==> config.mk <==
export PLATFORM = sky130hd
export DESIGN_NAME = fetch_unit
export DESIGN_NICKNAME = d
export VERILOG_FILES = /design/src/rtl/fetch_unit_pkg.sv /design/src/rtl/fetch_unit_pc_reg.sv /design/src/rtl/fetch_unit.sv
export SDC_FILE = /design/constraint.sdc
export NUM_CORES = 1
export LEC_CHECK = 0
export CAP_MARGIN = 25
export CELL_PAD_IN_SITES_DETAIL_PLACEMENT = 0
export CELL_PAD_IN_SITES_GLOBAL_PLACEMENT = 2
export CORE_MARGIN = 2
export CORE_UTILIZATION = 24
export CTS_CLUSTER_DIAMETER = 100
export CTS_CLUSTER_SIZE = 30
export DETAILED_ROUTE_END_ITERATION = 8
export GPL_TIMING_DRIVEN = 0
export MAX_ROUTING_LAYER = met4
export PLACE_DENSITY = 0.91
export SYNTH_ARGS = -nofsm -noshare
export SYNTH_HDL_FRONTEND = slang
export SYNTH_SLANG_ARGS = --single-unit
==> constraint.sdc <==
create_clock -name Clock -period 4.8 [get_ports Clock]
set_input_delay 0.72 -clock Clock [delete_from_list [all_inputs] [get_ports Clock]]
set_output_delay 0.72 -clock Clock [all_outputs]
set_load 0.01 [all_outputs]
==> src/rtl/fetch_unit_pkg.sv <==
// Shared widths, constants and FSM encoding for the fetch stage of the
// two-accumulator 8-bit core.
package fetch_unit_pkg;

  localparam int ADDR_W  = 10;
  localparam int INSTR_W = 16;

  localparam logic [INSTR_W-1:0] NOP_INSTR = 16'h0000;

  typedef enum logic [1:0] {
    S_RESET = 2'd0,
    S_FETCH = 2'd1,
    S_HOLD  = 2'd2
  } fetchState_t;

endpackage

==> src/rtl/fetch_unit_pc_reg.sv <==
// Program counter: synchronous reset, absolute load and wrapping increment.
module pc_reg
  import fetch_unit_pkg::*;
#(
  parameter logic [ADDR_W-1:0] RESET_PC = '0
) (
  input  logic              Clock,
  input  logic              Reset,
  input  logic              load,
  input  logic [ADDR_W-1:0] loadValue,
  input  logic              incr,
  output logic [ADDR_W-1:0] pc
);

  // A load always beats an increment so a redirect never advances past its target.
  always_ff @(posedge Clock) begin
    if (Reset) begin
      pc <= RESET_PC;
    end else if (load) begin
      pc <= loadValue;
    end else if (incr) begin
      pc <= pc + ADDR_W'(1);
    end
  end

endmodule

==> src/rtl/fetch_unit.sv <==
// Instruction fetch stage: owns the PC, handshakes with the instruction ROM and
// squashes the in-flight instruction when the decoder redirects.
module fetch_unit
  import fetch_unit_pkg::*;
#(
  parameter logic [ADDR_W-1:0] RESET_PC = '0
) (
  input  logic               Clock,
  input  logic               Reset,
  input  logic               iBranch_taken,
  input  logic               iJumpTaken,
  input  logic [ADDR_W-1:0]  iBranch_dir,
  input  logic               iStall,
  input  logic [INSTR_W-1:0] iMem_data,
  input  logic               iMem_ready,
  output logic               oMem_req,
  output logic [ADDR_W-1:0]  oMem_addr,
  output logic [INSTR_W-1:0] oInstruction,
  output logic               oInstr_valid,
  output logic [ADDR_W-1:0]  oPC
);

  fetchState_t       state;
  fetchState_t       nextState;
  logic [ADDR_W-1:0] pc;
  logic              redirect;
  logic              takeRedirect;
  logic              fetchDone;

  assign redirect     = iBranch_taken | iJumpTaken;
  assign takeRedirect = redirect && (state != S_RESET);
  assign fetchDone    = (state == S_FETCH) && iMem_ready && !redirect;

  pc_reg #(
    .RESET_PC(RESET_PC)
  ) uPcReg (
    .Clock    (Clock),
    .Reset    (Reset),
    .load     (takeRedirect),
    .loadValue(iBranch_dir),
    .incr     (fetchDone),
    .pc       (pc)
  );

  always_ff @(posedge Clock) begin
    if (Reset) begin
      state <= S_RESET;
    end else begin
      state <= nextState;
    end
  end

  // Redirect outranks both the ROM handshake and a downstream stall.
  always_comb begin
    nextState = state;
    case (state)
      S_RESET: nextState = S_FETCH;
      S_FETCH: begin
        if (redirect) begin
          nextState = S_FETCH;
        end else if (iMem_ready) begin
          nextState = S_HOLD;
        end
      end
      S_HOLD: begin
        if (redirect || !iStall) begin
          nextState = S_FETCH;
        end
      end
      default: nextState = S_RESET;
    endcase
  end

  always_comb begin
    oMem_req  = (state == S_FETCH);
    oMem_addr = pc;
  end

  // Issued instruction stays up only while held in S_HOLD; otherwise decoder sees a NOP.
  always_ff @(posedge Clock) begin
    if (Reset) begin
      oInstruction <= NOP_INSTR;
      oInstr_valid <= 1'b0;
      oPC          <= RESET_PC;
    end else if (takeRedirect) begin
      oInstruction <= NOP_INSTR;
      oInstr_valid <= 1'b0;
    end else if (fetchDone) begin
      oInstruction <= iMem_data;
      oInstr_valid <= 1'b1;
      oPC          <= pc;
    end else if ((state == S_HOLD) && !iStall) begin
      oInstruction <= NOP_INSTR;
      oInstr_valid <= 1'b0;
    end
  end

endmodule

# --- Word-level counts from Yosys, hierarchy flattened ---
# Index checks and enable logic that the tools add are counted.
op_classes:
  add_sub_neg: 1
  eq_ne: 4
  mux: 10
  bitwise: 2
  reduce_logical: 14
ops:
  columns: ["cell", "count"]
  rows:
  - ["$mux W16", 2]
  - ["$mux W10", 2]
  - ["$add A10 B1 Y10 const B", 1]
  - ["$mux W2", 3]
  - ["$pmux W2 S3", 1]
  - ["$reduce_bool A2 Y1", 3]
  - ["$logic_and A1 B1 Y1", 4]
  - ["$reduce_and A2 Y1", 2]
  - ["$ne A3 B2 Y1 const B", 1]
  - ["$eq A2 B1 Y1 const B", 1]
  - ["$eq A2 B2 Y1 const B", 1]
  - ["$logic_not A1 Y1", 2]
  - ["$logic_not A2 Y1", 1]
  - ["$mux W1", 2]
  - ["$ne A2 B2 Y1 const B", 1]
  - ["$reduce_or A2 Y1", 1]
  - ["$logic_or A1 B1 Y1", 1]
  - ["$not A1 Y1", 1]
  - ["$or A1 B1 Y1", 1]
word_totals:
  ff_bits: 39
  in_bits: 32
  out_inout_bits: 38

# --- Logic depth before layout (Yosys ltp) ---
depth:
  ltp_word: 5
  depth_mapped: 8
  ltp_nobuf: 5

# --- By module ---
# A second synthesis with hierarchy kept.
hier_totals:
  cells_unflattened: 208
  hier_area_um2: 1895.6
modules_own_cells:
  columns: ["module", "n_inst", "cells_each", "area_each_um2", "seq_area_each_um2"]
  rows:
  - ["fetch_unit", 1, 140, 1332.5, 580.6]
  - ["pc_reg", 1, 68, 563.0, 200.2]

# --- Least setup slack after synthesis ---
# OpenSTA, ideal clock, no wires.
synth_timing:
  path_type: "input-to-reg"
  from: "input port iJumpTaken"
  to: "register uPcReg.pc[7]"
  arrival_time_ns: 2.275
  path_slack_ns: 2.434
  path_stages: 5
  path_cell_list: "or3b_1 clkbuf_2 or4_4 or3_1 a311oi_1"
synth_between:
  elab_chain_cells: 4
synth_rtl:
  columns: ["element", "line_no", "text"]
  rows:
  - ["from (decl)", "fetch_unit.sv:11", "input logic iJumpTaken,"]
  - ["$or A1 B1 Y1 (*)", "fetch_unit.sv:30", "assign redirect = iBranch_taken | iJumpTaken;"]
  - ["$logic_not A1 Y1", "fetch_unit.sv:32", "assign fetchDone = (state == S_FETCH) && iMem_ready && !redirect;"]
  - ["$logic_and A1 B1 Y1", "fetch_unit.sv:32", null]
  - ["$reduce_bool A2 Y1 (no line)", null, null]
  - ["to (signal assigned)", "fetch_unit_pc_reg.sv:20", "pc <= loadValue;"]
  - ["to (signal assigned)", "fetch_unit_pc_reg.sv:22", "pc <= pc + ADDR_W'(1);"]
  - ["to (decl)", "fetch_unit_pc_reg.sv:12", "output logic [ADDR_W-1:0] pc"]
# Every way passes the cells marked *; elsewhere a longest branch is shown, timed or not.
# A chain may end at the register's enable or synchronous reset.

# --- Final worst setup path ---
layout_timing:
  from: "input port iJumpTaken"
  to: "register oPC[7]"
layout_between:
  elab_chain_cells: 4
layout_rtl:
  columns: ["element", "line_no", "text"]
  rows:
  - ["$or A1 B1 Y1 (*)", "fetch_unit.sv:30", null]
  - ["$logic_not A1 Y1 or $logic_and A1 B1 Y1 (tied branches)", "fetch_unit.sv:32, fetch_unit.sv:31", null]
  - ["$logic_and A1 B1 Y1 or $not A1 Y1 (tied branches)", null, null]
  - ["$reduce_and A2 Y1 (no line) (*)", null, null]
  - ["to (signal assigned)", "fetch_unit.sv:91", "oPC <= pc;"]
  - ["to (decl)", "fetch_unit.sv:20", "output logic [ADDR_W-1:0] oPC"]
# Marks and branches as above.

==> impl_table.tex <==
\begin{tabular}{lr}
\hline
Metric & Value \\
\hline
\multicolumn{2}{l}{\textbf{Floorplanning}} \\
\quad Number of rows in the core area & 29 \\
\quad Chip width & $\sim$85 um \\
\quad Die Area & 7250 um2 \\
\quad Die Y-Extent & 85.15 um \\
\quad Io pins & 70 \\
\quad Area of the core & approximately 6300 um2 \\
\quad Initial cell density of the core & 0.2489 \\
\multicolumn{2}{l}{\textbf{Power}} \\
\quad Reported net switching power & between 0.00015 and 0.0002 W \\
\quad Net switching fraction of the power & 0.2225 \\
\quad Worst IR Drop VDD & roughly 120 uV \\
\quad Overall power after layout & approximately 0.00076 W \\
\quad Leak Pwr & 0.8161 nW \\
\quad P\_int & about 0.00059 W \\
\quad Clock share of power & 0.425 \\
\quad Combinational share of power & 0.121 \\
\quad Relative contribution of sequential cells to total power & 0.454 \\
\quad Total power per unit cell area & $\sim$300 nW/um2 \\
\multicolumn{2}{l}{\textbf{Clock tree}} \\
\quad Clock slew at the register clock pins of the worst setup and hold paths & 0.08 ns \\
\quad Clock H-tree levels & 2 \\
\quad Clock Tree Buf Depth & 2 \\
\quad Gates resized, CTS repair & 0 \\
\quad CTS tree & done \\
\quad CTS hold repair buffers & 0 \\
\quad Worst-skew pair later-pin latency & between 0.2 and 0.3 ns \\
\quad Cts bufs inserted & 5 \\
\quad Sink Count & 39 \\
\quad Clk root buf & sky130\_fd\_sc\_hd\_\_clkbuf\_8 \\
\quad Number of post-CTS setup repair buffers & 0 \\
\multicolumn{2}{l}{\textbf{Timing}} \\
\quad Final worst hold slack & about 0.46 ns \\
\quad Final period util & 0.5639 \\
\quad Slew at the pin closest to its max-slew limit & $\sim$0.8 ns \\
\quad Count of final setup violators & 0 \\
\quad Hold violation count in the final report & 0 \\
\quad Slew Viols, Final & 0 \\
\quad Rel. slew slack & 0.4689 \\
\quad Worst clock skew & 0.008675 ns \\
\quad Min Clock Period, post-route & $\sim$2.7 ns \\
\quad Maximum frequency from static timing analysis & around 0.37 GHz \\
\quad RSZ-0062 raised after global routing & false \\
\quad Fin Setup TNS & 0 ns \\
\multicolumn{2}{l}{\textbf{Job}} \\
\quad Maximum capacitance violations & 0 \\
\multicolumn{2}{l}{\textbf{GRT}} \\
\quad Maximum number of pins on one net before global-route repair & 13 \\
\quad Global router's overall resource usage & 0.1272 \\
\quad Total congestion overflow & 0 \\
\quad Vias in the first global route & about 1,600 \\
\quad First-pass GRT wire length & roughly 7.2 mm \\
\quad Initial antenna violation count & 0 \\
\multicolumn{2}{l}{\textbf{Critical path}} \\
\quad Worst setup path startpoint & iJumpTaken \\
\quad Endpoint required time on the critical path & 5.01 ns \\
\quad Element type at the critical path start & input pin \\
\quad Maximum fanout encountered on the critical timing path & 10 \\
\quad Setup crit end kind & flip-flop \\
\quad Worst Setup Path Type & in2reg \\
\quad Data arrival time of the worst path & a little under 3 ns \\
\quad Launch instance of the worst register-to-register path & state[1] \\
\multicolumn{2}{l}{\textbf{Logic synthesis}} \\
\quad Fraction of registers with async set/reset & 0 \\
\quad Number of synthesized register bits & 39 \\
\quad Post-synthesis sequential area ratio & 0.4941 \\
\quad Number of distinct standard cells referenced by the synthesized netlist & 29 \\
\quad Mapped Avg Cell Area & between 8 and 9 um2 \\
\quad Biggest area contributors in the synthesized netlist & sky130\_fd\_sc\_hd\_\_dfxtp\_1 (49\%), sky130\_fd\_sc\_hd\_\_a21oi\_1 (9.5\%), sky130\_fd\_sc\_hd\_\_nand2\_1 (9.5\%) \\
\quad Count of flip-flops with a built-in enable after synthesis & 0 \\
\quad Proportion of netlist area held by the largest area contributor & 0.4941 \\
\quad Cell type contributing the most total cell area after synthesis & sky130\_fd\_sc\_hd\_\_dfxtp\_1 \\
\quad Most common cell in the synthesized netlist & sky130\_fd\_sc\_hd\_\_nand2\_1 \\
\quad Net Count, Synth & between 200 and 250 \\
\quad Commonest cells in the synthesized netlist & sky130\_fd\_sc\_hd\_\_nand2\_1 (40), sky130\_fd\_sc\_hd\_\_dfxtp\_1 (39), sky130\_fd\_sc\_hd\_\_a21oi\_1 (30) \\
\quad Number of warning messages in the yosys log & 0 \\
\quad Leading register cell type out of synthesis & sky130\_fd\_sc\_hd\_\_dfxtp\_1 \\
\quad Cell area after synthesis & between 1500 and 2000 um2 \\
\quad Post-synthesis instance total & around 200 \\
\multicolumn{2}{l}{\textbf{Placement}} \\
\quad DP Wirelength & 3.330 mm \\
\quad Gp weighted congestion & about 0.74 \\
\quad Dpl cell area & 2367 um2 \\
\quad Port-buffer cells & between 60 and 70 \\
\multicolumn{2}{l}{\textbf{Min path}} \\
\quad Worst Min Path Start & oPC[9] \\
\quad Class of the tightest hold or removal check & reg2reg \\
\multicolumn{2}{l}{\textbf{Route}} \\
\quad Iter 0 DRT Violations & approximately 60 \\
\quad Sum of routed wire length over all layers & approximately 4.5 mm \\
\quad First-pass detailed-route iteration total & 4 \\
\quad Vias & around 1,600 \\
\quad Vias per Instance & 4.675 \\
\quad Final routed wire length divided by cell count & around 13 um \\
\quad DRC errors left & 0 \\
\quad Final ANT Viol Nets & 0 \\
\multicolumn{2}{l}{\textbf{Final layout}} \\
\quad Design area & about 2500 um2 \\
\quad Flip-flop and latch area & between 700 and 800 um2 \\
\quad Multi-input combinational cell area & between 700 and 800 um2 \\
\quad Area added between synthesis and finish & 58.19\% \\
\quad Count of filler cells inserted in the layout & slightly below 700 \\
\quad Diodes inserted & 0 \\
\quad Final net count & just over 300 \\
\quad Share of cells above drive strength 1 & 0.03285 \\
\quad Flip-flop count of the largest register after layout & 16 \\
\multicolumn{2}{l}{\textbf{Status}} \\
\quad Status & finished, final reports clean \\
\hline
\end{tabular}
path summary, 6_finish.rpt:
path | cells after the start | to | slack [ns]
setup / recovery | 7 | oPC[7] | 2.09
hold / removal | 2 | oPC[9] | 0.46
setup reg to reg | 8 | oPC[7] | 2.62
hold reg to reg | 2 | oPC[9] | 0.46
worst max-delay path, stage by stage:
cell and delay, ns:
sky130_fd_sc_hd__clkdlybuf4s50_1 0.47, sky130_fd_sc_hd__or3b_1 0.39, sky130_fd_sc_hd__clkbuf_2 0.16, sky130_fd_sc_hd__nor2_1 0.51, sky130_fd_sc_hd__clkbuf_1 0.43, sky130_fd_sc_hd__nand2_1 0.10
sky130_fd_sc_hd__a21oi_1 0.13
layer usage:
metal	vias to the layer above	track usage	part of all wire
li1	837	-	-
met1	752	0.1602	0.49
met2	47	0.2024	0.45
met3	5	0.03599	0.056
met4	0	0.03030	0.0076
met5	-	-	0
cell type report:
| type | instances | share of cell area |
|---|---|---|
| flip-flops and latches | 39 | 0.3123 |
| multi-input cells | 143 | 0.2968 |
| repair buffers | 69 | 0.2763 |
| well taps | 77 | 0.03854 |
| clock buffers | 6 | 0.02903 |
| clock inverters | 2 | 0.02402 |
| plain buffers | 13 | 0.02002 |
| inverters | 2 | 0.003003 |
cells by family after synthesis:
kind of cell               count (synthesis)  synth area share
and+or+nand+nor                           91            0.2629
adders and majority gates                  1          0.007916
AOI/OAI and AO/OA                         45            0.1655
xor gates and xnor gates                   6           0.03325
buffers and inverters                     15           0.03642
DFF                                       39            0.4941
through the flow:
stage               instances  worst slack, ns  utilization
floorplan                 197            2.434            -
global placement          343            1.770       0.3728
detailed placement        343            1.773       0.3728
CTS                       351            2.072       0.3937
global route              351            1.858       0.3937
finish                    351            2.093       0.3937
power groups by stage:
stage	clock network (W)	registers [W]	logic (W)
6_report	0.000325	0.000347	0.0000926
5_1_grt	0.000348	0.000350	0.000101
4_1_cts	0.000334	0.000347	0.0000941
3_5_place_dp	0	0.000355	0.0000937
3_3_place_gp	0	0.000355	0.0000937
2_1_floorplan	0	0.000356	0.0000331
cells in the final DEF (no fill, tap or decap), types with 2 or more instances in the layout:
master,count
sky130_fd_sc_hd__a21oi_1,30
sky130_fd_sc_hd__clkbuf_1,12
sky130_fd_sc_hd__nor2_1,14
sky130_fd_sc_hd__nand4_1,2
sky130_fd_sc_hd__nor4_1,3
sky130_fd_sc_hd__or3_1,2
sky130_fd_sc_hd__nand2b_1,2
sky130_fd_sc_hd__a311oi_1,2
sky130_fd_sc_hd__o21ai_0,2
sky130_fd_sc_hd__a211oi_1,6
sky130_fd_sc_hd__nor3_1,2
sky130_fd_sc_hd__bufinv_16,2
sky130_fd_sc_hd__nand3_1,22
sky130_fd_sc_hd__nand2_1,40
sky130_fd_sc_hd__clkbuf_8,5
sky130_fd_sc_hd__clkdlybuf4s50_1,69
sky130_fd_sc_hd__dfxtp_1,39
sky130_fd_sc_hd__inv_1,2
sky130_fd_sc_hd__xnor2_1,5
No activity file was read; power rests on OpenSTA's default activity.
